File: config.mk
export PLATFORM = sky130hd
export DESIGN_NAME = seg7_scan_ctrl
export DESIGN_NICKNAME = d
export VERILOG_FILES = /design/src/rtl/seg7_scan_ctrl.sv
export SDC_FILE = /design/constraint.sdc
export NUM_CORES = 1
export LEC_CHECK = 0
export CAP_MARGIN = 20
export CORE_ASPECT_RATIO = 0.8
export CORE_MARGIN = 2
export CORE_UTILIZATION = 48
export DETAILED_ROUTE_END_ITERATION = 10
export MAX_ROUTING_LAYER = met4
export PLACE_DENSITY = 0.78
export SYNTH_ARGS = -nofsm -noshare
export SYNTH_HDL_FRONTEND = slang
export SYNTH_SLANG_ARGS = --single-unit
File: constraint.sdc
create_clock -name clk -period 7 [get_ports clk]
set_clock_uncertainty 0.1 [all_clocks]
set_input_delay 1.4 -clock clk [delete_from_list [all_inputs] [get_ports clk]]
set_output_delay 1.4 -clock clk [all_outputs]
set_load 0.05 [all_outputs]
File: src/rtl/seg7_scan_ctrl.sv
// Digit-scan timing for a 4-digit multiplexed 7-segment display: one-hot
// anode select with a dead-time blank window and a brightness on-window per slot.
module seg7_scan_ctrl #(
    parameter int CLK_DIV      = 50000,
    parameter int BLANK_CYCLES = 500
) (
    input  logic       clk,
    input  logic       reset,
    input  logic       enable,
    input  logic [2:0] bright,
    input  logic [3:0] digit_en,
    output logic [3:0] an,
    output logic [3:0] an_n,
    output logic [1:0] digit_idx,
    output logic       frame_tick
);

    localparam int              CW      = $clog2(CLK_DIV);
    localparam logic [CW-1:0]   CNT_MAX = CW'(CLK_DIV - 1);
    localparam logic [31:0]     BLANK_U = 32'(BLANK_CYCLES);
    localparam logic [31:0]     SPAN_U  = 32'((CLK_DIV - BLANK_CYCLES) / 8);

    logic [CW-1:0] cnt, cnt_nx;
    logic [1:0]    idx, idx_nx;
    logic [2:0]    bright_q, bright_nx;
    logic [3:0]    mask_q, mask_nx;
    logic          restart_q, restart_nx;
    logic [3:0]    an_nx;
    logic          tick_nx;
    logic          wrap;
    logic          lit;
    logic [31:0]   cnt_ext;
    logic [31:0]   win_end;

    assign digit_idx = idx;

    always_comb begin
        cnt_nx     = cnt;
        idx_nx     = idx;
        bright_nx  = bright_q;
        mask_nx    = mask_q;
        restart_nx = restart_q;
        wrap       = (cnt == CNT_MAX);
        if (!enable) begin
            cnt_nx     = '0;
            idx_nx     = 2'd0;
            restart_nx = 1'b1;
            bright_nx  = bright;
            mask_nx    = digit_en;
        end else begin
            cnt_nx     = wrap ? '0 : cnt + CW'(1);
            idx_nx     = wrap ? idx + 2'd1 : idx;
            restart_nx = 1'b0;
            // The first enabled edge after reset/disable also latches, so slot 0 sees live settings.
            if (wrap || restart_q) begin
                bright_nx = bright;
                mask_nx   = digit_en;
            end
        end
    end

    // Outputs are computed from the next-state values so the flops line up with cnt/idx.
    always_comb begin
        cnt_ext = 32'(cnt_nx);
        win_end = BLANK_U + SPAN_U * (32'(bright_nx) + 32'd1);
        lit     = enable && mask_nx[2'd3 - idx_nx] &&
                  (cnt_ext >= BLANK_U) && (cnt_ext < win_end);
        an_nx   = lit ? (4'b1000 >> idx_nx) : 4'b0000;
        tick_nx = enable && (cnt_nx == CNT_MAX) && (idx_nx == 2'd3);
    end

    always_ff @(posedge clk or posedge reset) begin
        if (reset) begin
            cnt        <= '0;
            idx        <= 2'd0;
            bright_q   <= 3'd0;
            mask_q     <= 4'b0000;
            restart_q  <= 1'b1;
            an         <= 4'b0000;
            an_n       <= 4'b1111;
            frame_tick <= 1'b0;
        end else begin
            cnt        <= cnt_nx;
            idx        <= idx_nx;
            bright_q   <= bright_nx;
            mask_q     <= mask_nx;
            restart_q  <= restart_nx;
            an         <= an_nx;
            an_n       <= ~an_nx;
            frame_tick <= tick_nx;
        end
    end

endmodule

# After elaboration in Yosys (flattened, before gate mapping)
# Index checks and enable logic that the tools add are counted.
# totals
wordCells	40
reg_bits	35
out_inout_bits	11
# op_classes
add_sub_neg	5
reduce_logical	6
n_lt_le_gt_ge	3
multipliers	1
n_eq_ne	3
n_bitwise	1
shift	1
muxes	12
# op_table
cell	n
== test 16 bit (second input constant)	2
2-to-1 mux 16 bit	2
adder 9 x 17 -> 18 bit (first input constant)	1
less-than comparator 16 x 18 -> 1 bit	1
multiplier 13 x 4 -> 17 bit (first input constant)	1
adder 16 x 1 -> 16 bit (second input constant)	1
>= comparator 16 x 9 -> 1 bit (second input constant)	1
2-to-1 mux 4 bit	3
2-to-1 mux 3 bit	2
logical AND 1 bit	5
adder 3 x 1 -> 4 bit (second input constant)	1
2-to-1 mux 2 bit	2
inverter 4 bit	1
right shift 4 x 2 -> 4 bit (first input constant)	1
less-than comparator 2 x 3 -> 1 bit (second input constant)	1
adder 2 x 1 -> 2 bit (second input constant)	1
binary-select mux 1 bit (select 2 bit)	1
== test 2 bit (second input constant)	1
2-to-1 mux 1 bit	2
subtractor 2 bit (first input constant)	1
logical OR 1 bit	1

# Depth between registers and ports, before layout
# Gate-level depths: netlist (run 1).
# depth
ltp_word	11
mapped_depth	29
mapped_depth_nobuf	27

# Least setup slack after synthesis (run 1)
# OpenSTA, ideal clock, no wires.
# synth_timing
path_kind	input -> register
startpoint	input enable
endpoint	register an_n[2]
slack_ns	-0.227
n_path_buf	1
setup_time_ns	0.094
stages	25
arrival_time_ns	7.033
required_ns	6.806
path_cell_list	clkbuf_1 nor2b_1 nand2_2 mux2i_1 inv_1 ha_1 xor2_1 ha_1 inv_1 ha_1 ha_1 inv_1 fa_1 inv_1 a21oi_1 o21bai_1 a21o_1 a21oi_1 xnor2_1 ha_1 a2111oi_0 o2111ai_1 o211a_1 a311o_1 or4_1
# synth_lines
item	line_no	rtl
from (decl)	9	input logic enable,
2-to-1 mux 3 bit	44	if (!enable) begin
named net bright_nx[0]	25	logic [2:0] bright_q, bright_nx;
adder 3 x 1 -> 4 bit	65	win_end = BLANK_U + SPAN_U * (32'(bright_nx) + 32'd1);
multiplier 13 x 4 -> 17 bit	65	
adder 9 x 17 -> 18 bit	65	
less-than comparator 16 x 18 -> 1 bit	67	(cnt_ext >= BLANK_U) && (cnt_ext < win_end);
logical AND 1 bit	67	
2-to-1 mux 4 bit	68	an_nx = lit ? (4'b1000 >> idx_nx) : 4'b0000;
inverter 4 bit	89	an_n <= ~an_nx;
to (signal assigned)	89	
to (decl)	13	output logic [3:0] an_n,
# The timed path passes the listed nets, and every way through them passes these cells. The select of a mux whose other input is x is not followed.

# Final worst setup path (run 1)
# Ends and elaborated chain as after synthesis.

==> results of run 1 <==
[metal layers]
| metal | global-route usage [%] | wire [um] |
|---|---|---|
| met5 | - | 0 |
| met4 | 7.863 | 170 |
| met3 | 5.785 | 302 |
| met2 | 32.92 | 2851 |
| met1 | 27.00 | 3027 |
[state kept, by name, indices dropped and copies added, names as in the netlist]
register    cells
restart_q       1
an_n            4
bright_q        3
frame_tick      1
mask_q          4
digit_idx       2
an              4
cnt            16
[final cells by class]
type                       count  area (sq um)  share of cell area (%)
clock buffer                   7         86.33                   2.647
clock inverter                 1         5.005                  0.1534
inverter                      23         86.33                   2.647
multi-input combinational    231          1826                   55.96
sequential                    35         882.1                   27.04
tap                           81         101.3                   3.107
timing repair buffer          30         275.3                   8.439
[critical path: cells and delay by family]
| kind | cells | cell delay [ns] |
|---|---|---|
| simple gates | 3 | 0.71 |
| compound gates | 8 | 1.72 |
| xor+xnor | 2 | 0.36 |
| buf+inv | 5 | 0.74 |
| mux | 1 | 0.23 |
| fa+ha+maj | 6 | 1.61 |
[cell families after synthesis]
group                      Yosys count
and+or+nand+nor                    108
muxes                               12
buffers and inverters               33
AOI/OAI and AO/OA                   43
xor gates and xnor gates            26
DFF                                 35
adders and majority gates           42
[final timing paths]
check / endpoint / cells after the start
min in group asynchronous: cnt[11] / 3
min reg2reg: mask_q[0] / 1
min: mask_q[0] / 1
max in group asynchronous: an_n[0] / 3
max: an_n[2] / 25
max reg2reg: an_n[2] / 26
[power by group through the flow]
stage / clock network [mW] / logic [mW] / registers [mW]
final: 0.152 / 0.198 / 0.212
after global routing: 0.163 / 0.224 / 0.213
after CTS: 0.155 / 0.197 / 0.212
after detailed placement: 0 / 0.195 / 0.215
after global placement: 0 / 0.185 / 0.215
after floorplan: 0 / 0.144 / 0.213
[placed cells by master (no fill, tap or decap), types with 4 or more instances in the layout]
cell              n
ha_1             39
dfrtp_1          30
nor2_1           29
inv_1            21
clkdlybuf4s50_1  20
nand2_1          19
xnor2_1          14
a21oi_1          12
xor2_1           11
nor3_1           10
buf_4            10
nand3_1           7
and2_1            6
mux2_2            6
a21o_1            6
clkbuf_8          6
nand4_1           5
o21ai_0           5
dfstp_2           5
or3_1             4
nor4_1            4
mux2i_1           4
[repair_timing]
| item | CTS | global route |
|---|---|---|
| gates resized for setup | 0 | 7 |
| endpoints found under the setup margin | 0 | 5 |
| setup buffers | 0 | 0 |
==> metrics.md, run 1 <==
| Metric | Value |
|---|---|
| Cts hold-fix bufs | `0` |
| Setup TNS | `0 ns` |
| Synth Cell Area | `0.002844 sq mm` |
| Critical Path Most Common Cell | `ha_1` |
| H-tree Lvls | `2` |
| Power density over cell area | `172.2 mW/mm^2` |
| Start point of the critical path | `enable` |
| Reg2reg setup slack | `0.72 ns` |
| Fin cells | `408` |
| Largest area contributor in the netlist | `dfrtp_1` |
| Worst ir drop on vdd | `0.1216 mV` |
| Reg2reg start | `cnt[0]` |
| Final Core Density | `56.06%` |
| Count of cell types in the netlist | `52` |
| Crit end category | `flop` |
| Starting DRC count in detailed routing | `114` |
| Hold/Removal Path Class | `reg -> reg` |
| Final worst slack | `0.3454 ns` |
| Finished Cell Area | `0.003262 sq mm` |
| Clock root cell | `clkbuf_8` |
| Hold path startpoint | `mask_q[0]` |
| Period utilisation layout | `95.07%` |
| Clock sinks | `35` |
| Max frequency | `0.1503 GHz` |
| Post-synthesis compound-gate area fraction | `10.29%` |
| Routed wire length | `6352 um` |
| Die area | `0.006560 sq mm` |
| GPL Wtd Cong | `0.9355` |
| Area fraction of the dominant cell type after synthesis | `26.40%` |
| Latest clock arrival within the worst-skew pair | `0.30 ns` |
| Die Span Y | `72.85 um` |
| Initial antenna violation count | `0` |
| DP HPWL | `5037 um` |
| DR vias/cell | `5.588` |
| Number of synthesized flops with an enable pin | `0` |
| Final Setup Violations | `0` |
| First-pass GRT wire length | `10530 um` |
| Synth Area in XOR/XNOR | `8.007%` |
| Sw Ratio | `33.02%` |
| CP startpoint kind | `input pin` |
| Sequential share of power | `37.8%` |
| Synth Area in Adders | `19.27%` |
| Count leader, synth | `ha_1` |
| Largest net degree at the start of global routing | `36` |
| Number of global-route vias before repair | `2195` |
| CTS tree | `yes` |
| CTS buffer count | `5` |
| Remaining antenna violation count after routing | `0` |
| Clock Power Share | `27.0%` |
| Final Critical Period | `6.655 ns` |
| Top cells by area, synth | `dfrtp_1, ha_1, dfstp_2` |
| Syn. warnings | `0` |
| # rows | `25` |
| Status | `finished, final reports clean` |
| Leak | `1.541 nW` |
| Main combinational cell family by area after synthesis | `simple AND/OR/NAND/NOR gates` |
| Post-synthesis async set-or-reset flop share | `100.0%` |
| Final net count | `378` |
| Syn avg cell area | `9.512 sq um` |
| Wire length per cell | `15.57 um` |
| PortBufs | `20` |
| Max_cap viols | `0` |
| Critical-path top delay cell | `clkdlybuf4s50_1` |
| Worst slack, placed | `-0.01943 ns` |
| Psw | `185.4 uW` |
| ANT cells | `0` |
| Power, Total | `561.6 uW` |
| Yosys reg bits | `35` |
| Max Root-Sink Buffers | `2` |
| Worst Max-Slew Pin Slew | `0.6804 ns` |
| Slew HR | `54.22%` |
| Grt ovf | `0` |
| Total number of vias | `2280` |
| Crit Path Category | `in -> reg` |
| FILL cells | `520` |
| Commonest cells post-synth | `ha_1, dfrtp_1, nor2_1` |
| Die X-Extent | `90.06 um` |
| Hold Violations, Final | `0` |
| Internal power | `376.2 uW` |
| Comb power frac | `35.2%` |
| Critical Path AT | `6.77 ns` |
| Top_reg_cell synth | `dfrtp_1` |
| Mux cell area share after synthesis | `4.487%` |
| Syn nets | `351` |
| Io pins | `21` |
| Final hold slack | `0.4240 ns` |
| Area Overhead vs Synth | `14.69%` |
| Cells after DPL | `400` |
| Core footprint | `0.005818 sq mm` |
| Layout cell share with drive strength beyond 1 | `11.93%` |
| Area after DPL | `0.003153 sq mm` |
| Critical Path RT | `7.11 ns` |
| Simple-gate share of the synthesized area | `21.12%` |
| Max-slew violations | `0` |
| Setup repair after global routing missed its margin | `false` |
| Sequential-to-total area share from yosys stat | `31.02%` |
| Crit-path max cell delay | `0.47 ns` |
| Starting Density | `48.88%` |
| Gr usage total | `21.23%` |
| Reg clk slew, reported paths | `0.07 ns` |
| DR pass1 iterations | `4` |
| CP max FO | `8` |
| Cells after Synth | `299` |
| DRC viols | `0` |
No activity file was read; power rests on OpenSTA's default activity.
==> inputs of run 2 (changes only) <==
TNS_END_PERCENT = 10   (was not set)
==> results of run 2 <==
Final layout, timing and power as in run 1 (identical DEF).
